File: src/rtl/param_processor_pkg.sv
// Shared types and field widths for the parameterised multi-cycle processor.
// The optional flag port is enabled by the PARAM_PROCESSOR_FLAGS_EN macro.
package param_processor_pkg;

    localparam int OPC_W = 3;

    typedef enum logic [2:0] {
        OP_MV   = 3'b000,
        OP_MVI  = 3'b001,
        OP_ADD  = 3'b010,
        OP_SUB  = 3'b011,
        OP_AND  = 3'b100,
        OP_OR   = 3'b101,
        OP_XOR  = 3'b110,
        OP_MVNZ = 3'b111
    } op_e;

    typedef enum logic [1:0] {
        T0 = 2'd0,
        T1 = 2'd1,
        T2 = 2'd2,
        T3 = 2'd3
    } state_e;

endpackage

File: src/rtl/param_processor_alu.sv
// Combinational ALU: add/sub wrap modulo 2^DATA_W; carry is carry-out for add,
// borrow for sub and 0 for the logic ops.
module param_processor_alu
    import param_processor_pkg::*;
#(
    parameter int DATA_W = 9
) (
    input  op_e               op,
    input  logic [DATA_W-1:0] a,
    input  logic [DATA_W-1:0] b,
    output logic [DATA_W-1:0] result,
    output logic              carry
);

    always_comb begin
        result = '0;
        carry  = 1'b0;
        case (op)
            OP_ADD:  {carry, result} = {1'b0, a} + {1'b0, b};
            OP_SUB:  {carry, result} = {1'b0, a} - {1'b0, b};
            OP_AND:  result = a & b;
            OP_OR:   result = a | b;
            OP_XOR:  result = a ^ b;
            default: ;
        endcase
    end

endmodule

File: src/rtl/param_processor.sv
// Multi-cycle register processor (T0 fetch, T1-T3 execute) with a shared bus.
// Define PARAM_PROCESSOR_FLAGS_EN to add the {C, Z} Flags output.
module param_processor
    import param_processor_pkg::*;
#(
    parameter int DATA_W = 9,
    parameter int NREGS  = 8
) (
    input  logic              Clock,
    input  logic              Reset,
    input  logic              Run,
    input  logic [DATA_W-1:0] DIN,
    output logic [DATA_W-1:0] Bus,
    output logic              Done
`ifdef PARAM_PROCESSOR_FLAGS_EN
    ,
    output logic [1:0]        Flags
`endif
);

    localparam int REG_AW = $clog2(NREGS);
    localparam int IR_W   = OPC_W + 2 * REG_AW;

    state_e                       state_q, state_d;
    logic [IR_W-1:0]              ir_q, ir_d;
    logic [DATA_W-1:0]            a_q, a_d;
    logic [DATA_W-1:0]            g_q, g_d;
    logic [NREGS-1:0][DATA_W-1:0] regs_q, regs_d;

    op_e               opc;
    logic [REG_AW-1:0] rx, ry;
    logic [DATA_W-1:0] bus, alu_res;
    logic              alu_carry, done;

    // Only the opcode and register fields are kept; trailing DIN bits are ignored.
    assign opc = op_e'(ir_q[IR_W-1 -: OPC_W]);
    assign rx  = ir_q[IR_W-OPC_W-1 -: REG_AW];
    assign ry  = ir_q[REG_AW-1:0];

    param_processor_alu #(.DATA_W(DATA_W)) u_alu (
        .op     (opc),
        .a      (a_q),
        .b      (regs_q[ry]),
        .result (alu_res),
        .carry  (alu_carry)
    );

`ifdef PARAM_PROCESSOR_FLAGS_EN
    logic [1:0] flags_q, flags_d;
`else
    logic unused_carry;
    assign unused_carry = alu_carry;
`endif

    always_comb begin
        state_d = state_q;
        ir_d    = ir_q;
        a_d     = a_q;
        g_d     = g_q;
        regs_d  = regs_q;
        bus     = '0;
        done    = 1'b0;
`ifdef PARAM_PROCESSOR_FLAGS_EN
        flags_d = flags_q;
`endif
        case (state_q)
            T0: begin
                if (Run) begin
                    ir_d    = DIN[DATA_W-1 -: IR_W];
                    state_d = T1;
                end
            end
            T1: begin
                case (opc)
                    OP_MV, OP_MVNZ: begin
                        bus = regs_q[ry];
                        if (opc == OP_MV || g_q != '0) regs_d[rx] = bus;
                        done    = 1'b1;
                        state_d = T0;
                    end
                    OP_MVI: begin
                        bus        = DIN;
                        regs_d[rx] = bus;
                        done       = 1'b1;
                        state_d    = T0;
                    end
                    default: begin
                        bus     = regs_q[rx];
                        a_d     = bus;
                        state_d = T2;
                    end
                endcase
            end
            T2: begin
                bus     = regs_q[ry];
                g_d     = alu_res;
`ifdef PARAM_PROCESSOR_FLAGS_EN
                flags_d = {alu_carry, alu_res == '0};
`endif
                state_d = T3;
            end
            T3: begin
                // Rx is written only here, after both operands were read, so Rx == Ry is safe.
                bus        = g_q;
                regs_d[rx] = g_q;
                done       = 1'b1;
                state_d    = T0;
            end
            default: state_d = T0;
        endcase
    end

    always_ff @(posedge Clock or posedge Reset) begin
        if (Reset) begin
            state_q <= T0;
            ir_q    <= '0;
            a_q     <= '0;
            g_q     <= '0;
            regs_q  <= '0;
`ifdef PARAM_PROCESSOR_FLAGS_EN
            flags_q <= '0;
`endif
        end else begin
            state_q <= state_d;
            ir_q    <= ir_d;
            a_q     <= a_d;
            g_q     <= g_d;
            regs_q  <= regs_d;
`ifdef PARAM_PROCESSOR_FLAGS_EN
            flags_q <= flags_d;
`endif
        end
    end

    assign Bus  = Reset ? '0 : bus;
    assign Done = Reset ? 1'b0 : done;
`ifdef PARAM_PROCESSOR_FLAGS_EN
    assign Flags = flags_q;
`endif

endmodule

File: config.mk
export PLATFORM = sky130hd
export DESIGN_NAME = param_processor
export DESIGN_NICKNAME = d
export VERILOG_FILES = /design/src/rtl/param_processor_pkg.sv /design/src/rtl/param_processor_alu.sv /design/src/rtl/param_processor.sv
export SDC_FILE = /design/constraint.sdc
export NUM_CORES = 1
export LEC_CHECK = 0
export CAP_MARGIN = 20
export CELL_PAD_IN_SITES_DETAIL_PLACEMENT = 1
export CELL_PAD_IN_SITES_GLOBAL_PLACEMENT = 2
export CORE_MARGIN = 4
export CORE_UTILIZATION = 36
export DETAILED_ROUTE_END_ITERATION = 7
export GPL_ROUTABILITY_DRIVEN = 1
export PLACE_DENSITY = 0.83
export SLEW_MARGIN = 20
export SYNTH_ARGS = -nofsm -noshare
export SYNTH_HDL_FRONTEND = slang
export SYNTH_SLANG_ARGS = --single-unit
File: constraint.sdc
create_clock -name Clock -period 4.2 [get_ports Clock]
set_input_delay 0.63 -clock Clock [delete_from_list [all_inputs] [get_ports Clock]]
set_output_delay 0.63 -clock Clock [all_outputs]
set_load 0.01 [all_outputs]
==> metrics.yaml, run 1 <==
cp-startpoint: "ir_q[1]$_DFFE_PP0P_"
drcViolationCount: 0
worst_ep_arrival_time_ps: 3310
required_ps: 3570
wl_met2_um: 10300
period_share: 0.939
grt_pass1_wl_um: 33000
core_area_mm2: 0.0180
synth.most_common_cell: "nand2_1"
r2r_start: "ir_q[0]$_DFFE_PP0P_"
clk_latency_ps: 350
antenna_found_initial: 0
hold_path_depth: 2
avgSynthCellArea_um2: 9.17
skew_ps: 5.38
ys_seq_elements: 101
cts_tree: "built"
netlist_top_cells_count: "nand2_1, dfrtp_1, o21ai_0, nor2_1, mux2i_1"
ant_nets: 0
reg2reg_depth: 15
hold_violations: 0
wl_per_cell_um: 21.3
fin_setup_tns_ps: 0
drive_above_1_share: 0.131
path_class: "flip-flop to primary output"
status: "finished, final reports clean"
cts_buffer_depth: 2
fp.dieH_um: 143
worst_pin_slew_ps: 913
synthCells: 718
dr.pass1.iters: 5
synth_warnings: 0
async_reset_ff_frac: 1.00
synth_ff_type: "dfrtp_1"
nFillCells: 2072
cts-buffers-inserted: 9
r2r_setup_slack_ps: 550
cts.sinks: 101
min_path_type: "flip-flop to flip-flop"
slew_headroom: 0.389
min_period_ps: 3940
final-setup-viol-count: 0
slew_violations: 0
hold_start: "regs_q[29]$_DFFE_PP0P_"
ctsHtreeMaxLevel: 3
fp.dieW_um: 143
syn_area_mm2: 0.00658
hold_buffers: 0
synth_fp_nets: 759
yosys-top-cells-area: "dfrtp_1, o21ai_0, nand2_1"
startpoint_type: "flip-flop"
boundaryPins: 22
vias: 5554
yosysTopAreaCellShare: 0.384
drtIter0Drc: 423
routed_wl_um: 20500
min_to: "regs_q[29]$_DFFE_PP0P_"
route.met3.wl_um: 651
met1_length_um: 9150
rsz0062_at_grt: "no"
dp_hpwl_um: 15000
grt_pass1_vias: 5913
synth.yosys.seq_area_share: 0.384
area_growth_pct: 11.4
grt_max_degree: 66
stdcell_area_mm2: 0.00733
overflow: 0
fmax_mhz: 254
dieArea_mm2: 0.0205
nets: 769
place_area_mm2: 0.00704
start_util: 0.367
track_usage: 0.207
synth_edf_count: 0
clock-root-buffer: "clkbuf_16"
cp_max_fo: 12
drv_cap: 0
synth_top_area_cell: "dfrtp_1"
rows: 49
vias_per_cell: 5.77
synth_cell_types: 60
clk_pin_slew_ps: 70
place_congestion: 0.831
io_buffer_count: 21
timing.rr.end: "g_q[8]$_DFFE_PP0P_"
critPathCaptureType: "primary output"
dr.max_layer_used: "met4"
antennaDiodeCount: 0
-- per-stage QoR --
step / utilization / instances / hold slack (ps) / setup slack (ps)
2_1_floorplan: - / 718 / 460 / 726
3_3_place_gp: 0.392 / 946 / 483 / 527
3_5_place_dp: 0.392 / 946 / 502 / 407
4_1_cts: 0.408 / 962 / 520 / 17.4
5_1_grt: 0.408 / 962 / 536 / 25.2
6_report: 0.408 / 962 / 517 / 258
-- metal layers --
metal,global-route usage,vias up
li1,-,2579
met1,0.268,2835
met2,0.359,114
met3,0.0325,26
met4,0.0590,0
met5,0,-
-- worst max-delay path by stage --
stage | endpoint | slack (ps)
finish | Bus[7] | 260
CTS | Bus[7] | 20
detailed placement | Bus[7] | 410
global placement | Bus[7] | 530
global route | Bus[7] | 30
floorplan | Bus[0] | 730
-- flip-flops by register name, indices dropped and copies added (netlist names), named ones only --
register	count
ir_q	9
a_q	9
regs_q	72
g_q	9
state_q	1
-- kinds of logic (layout without fill, tap and decap cells) --
logic type | after synthesis | count (layout) | synth area share
fa+ha+maj | 29 | 29 | 0.0563
mux | 74 | 74 | 0.152
simple gates | 211 | 211 | 0.133
compound gates | 219 | 219 | 0.208
flops | 101 | 101 | 0.384
buf+inv | 70 | 85 | 0.0481
xor+xnor | 14 | 14 | 0.0186
-- final cells by class --
class                           count  area [um2]  area share
Clock buffer                       10         229      0.0312
Clock inverter                      6        68.8     0.00938
Inverter                           26         106      0.0145
Multi-Input combinational cell    547        3740       0.510
Sequential cell                   101        2530       0.345
Tap cell                          229         287      0.0391
Timing Repair Buffer               43         375      0.0512
-- what timing repair did --
action,CTS,global route
buffers inserted,0,0
setup endpoints to repair,0,3
gates resized for setup,0,1
-- cells in the final DEF, fill, tap and decap left out, drive strengths merged, types with 2 or more instances in the layout --
master and instances:
a211oi 8, a21o 9, a21oi 36, a221o 3, a221oi 4, a22o 2, a22oi 13, a311oi 2
a31oi 7, a32o 2, a32oi 3, buf 22, clkbuf 10, clkdlybuf4s50 21, clkinv 2, clkinvlp 2
dfrtp 101, ha 28, inv 27, mux2 23, mux2i 35, mux4 16, nand2 119, nand2b 5
nand3 6, nor2 58, nor2b 8, nor3 2, nor3b 3, o21ai 106, o22ai 18, o31ai 2
or2 3, or3 2, xnor2 10, xor2 4
-- critical path: stages, from the launching register on --
cell and delay, ps:
dfrtp_2 580, buf_4 230, mux2_1 350, a221oi_2 600, inv_1 180, o221ai_1 210
a221o_1 170, a311oi_1 100, clkdlybuf4s50_1 540
Power of run 1 is left out: the tool's default activity adds up to more than one toggle a clock period on the data nets, which glitch-free logic cannot reach.
==> run 2: changes to the inputs <==
==> constraint.sdc (replaced) <==
create_clock -name Clock -period 4.2 [get_ports Clock]
set_input_delay 0.84 -clock Clock [delete_from_list [all_inputs] [get_ports Clock]]
set_output_delay 0.84 -clock Clock [all_outputs]
set_load 0.01 [all_outputs]
==> metrics.yaml, run 2 (synthesized netlist as in run 1, its figures left out) <==
status: "finished, final reports clean"
vias: 5553
regMostFlops: "regs_q"
drive_above_1_share: 0.134
min_path_type: "flip-flop to flip-flop"
required_ps: 3360
antenna_found_initial: 0
ant_nets: 0
slowest_delay_ps: 630
area_growth_pct: 11.8
post_cts_buffers: 0
cp_max_fo: 7
path_buf_inv: 1
skew_ps: 9.74
layout.cells.non_filler: 962
place_congestion: 0.907
worst_pin_slew_ps: 859
cts_tree: "built"
dp_hpwl_um: 15600
crit_slowest_cell: "clkdlybuf4s50_1"
drv_cap: 0
period_share: 0.961
slew_violations: 0
core_area_mm2: 0.0180
cts-buffers-inserted: 9
grt_max_degree: 60
cts.sinks: 101
crit_top_cell: "a221o_1"
fmax_mhz: 248
drtIter0Drc: 348
cts_buffer_depth: 2
dr.max_layer_used: "met4"
layout_commonest_cell: "nand2_1"
antennaDiodeCount: 0
path_class: "flip-flop to primary output"
fin_setup_tns_ps: 0
rsz0062_at_grt: "no"
hold_violations: 0
boundaryPins: 22
wl_per_cell_um: 21.4
worst_ep_arrival_time_ps: 3200
nets: 769
wl_met2_um: 10300
largest_reg_flops: 72
start_util: 0.367
place_ws_ps: 502
path_cells: "nand2b_1, o22ai_1, a221oi_4, a221o_1, a221o_1, a311oi_2, clkdlybuf4s50_1"
placed_cells: 946
timing.final.ws_setup_ps: 164
clk_pin_slew_ps: 80
dieArea_mm2: 0.0205
io_buffer_count: 21
fp.dieH_um: 143
rows: 49
clk_latency_ps: 360
met1_length_um: 9090
grt_pass1_wl_um: 34200
grt_pass1_vias: 6106
vias_per_cell: 5.77
clock-root-buffer: "clkbuf_16"
startpoint_type: "flip-flop"
final-setup-viol-count: 0
dr.pass1.iters: 5
routed_wl_um: 20600
critPathCaptureType: "primary output"
slew_headroom: 0.426
fp.dieW_um: 143
final_cell_mix: "nand2_1, dfrtp_1, o21ai_0"
ctsHtreeMaxLevel: 3
drcViolationCount: 0
path_delay_family: "compound AO/OA/AOI/OAI gates"
route.met3.wl_um: 759
min_period_ps: 4040
overflow: 0
track_usage: 0.213
-- run 2: repair_timing --
action	in CTS	in global routing
gates resized for setup	0	3
hold buffers	0	0
setup endpoints to repair	0	1
-- run 2: worst min-delay path, cell delays in order (launching register included) --
cell	delay [ps]
dfrtp_1	370
nand2_1	50
o21ai_0	60
-- run 2: stage by stage --
| step | cell area (um2) | hold WS, ps | util |
|---|---|---|---|
| 6_report | 7360 | 517 | 0.410 |
| 5_1_grt | 7360 | 536 | 0.410 |
| 4_1_cts | 7340 | 517 | 0.409 |
| 3_5_place_dp | 7050 | 500 | 0.392 |
| 3_3_place_gp | 7050 | 480 | 0.392 |
| 2_1_floorplan | 6590 | 460 | - |
-- run 2: path summary, 6_finish.rpt --
kind                            cells after the start                     end              startpoint  slack, ps
worst max-delay path                                7                  Bus[7]     ir_q[1]$_DFFE_PP0P_        160
worst min-delay path                                2  regs_q[51]$_DFFE_PP0P_  regs_q[51]$_DFFE_PP0P_        520
worst max register to register                     15      g_q[8]$_DFFE_PP0P_     ir_q[0]$_DFFE_PP0P_        570
worst min register to register                      2  regs_q[51]$_DFFE_PP0P_  regs_q[51]$_DFFE_PP0P_        520
max in group asynchronous                           4     ir_q[1]$_DFFE_PP0P_                   Reset       1830
min in group asynchronous                           3  state_q[0]$_DFFE_PP0P_                   Reset       1140
-- run 2: cell type report --
| type | count | area [um2] |
|---|---|---|
| multi-input cells | 547 | 3760 |
| well taps | 229 | 287 |
| clock buffers | 10 | 239 |
| flip-flops and latches | 101 | 2530 |
| repair buffers | 43 | 388 |
| inverters | 26 | 106 |
| fillers | 2033 | 10600 |
| clock inverters | 6 | 53.8 |
-- run 2: per-layer routing --
layer,global-route usage,vias up
li1,-,2573
met1,0.278,2840
met2,0.366,116
met3,0.0332,24
met4,0.0674,0
met5,0,-
Power of run 2 is left out for the same reason.
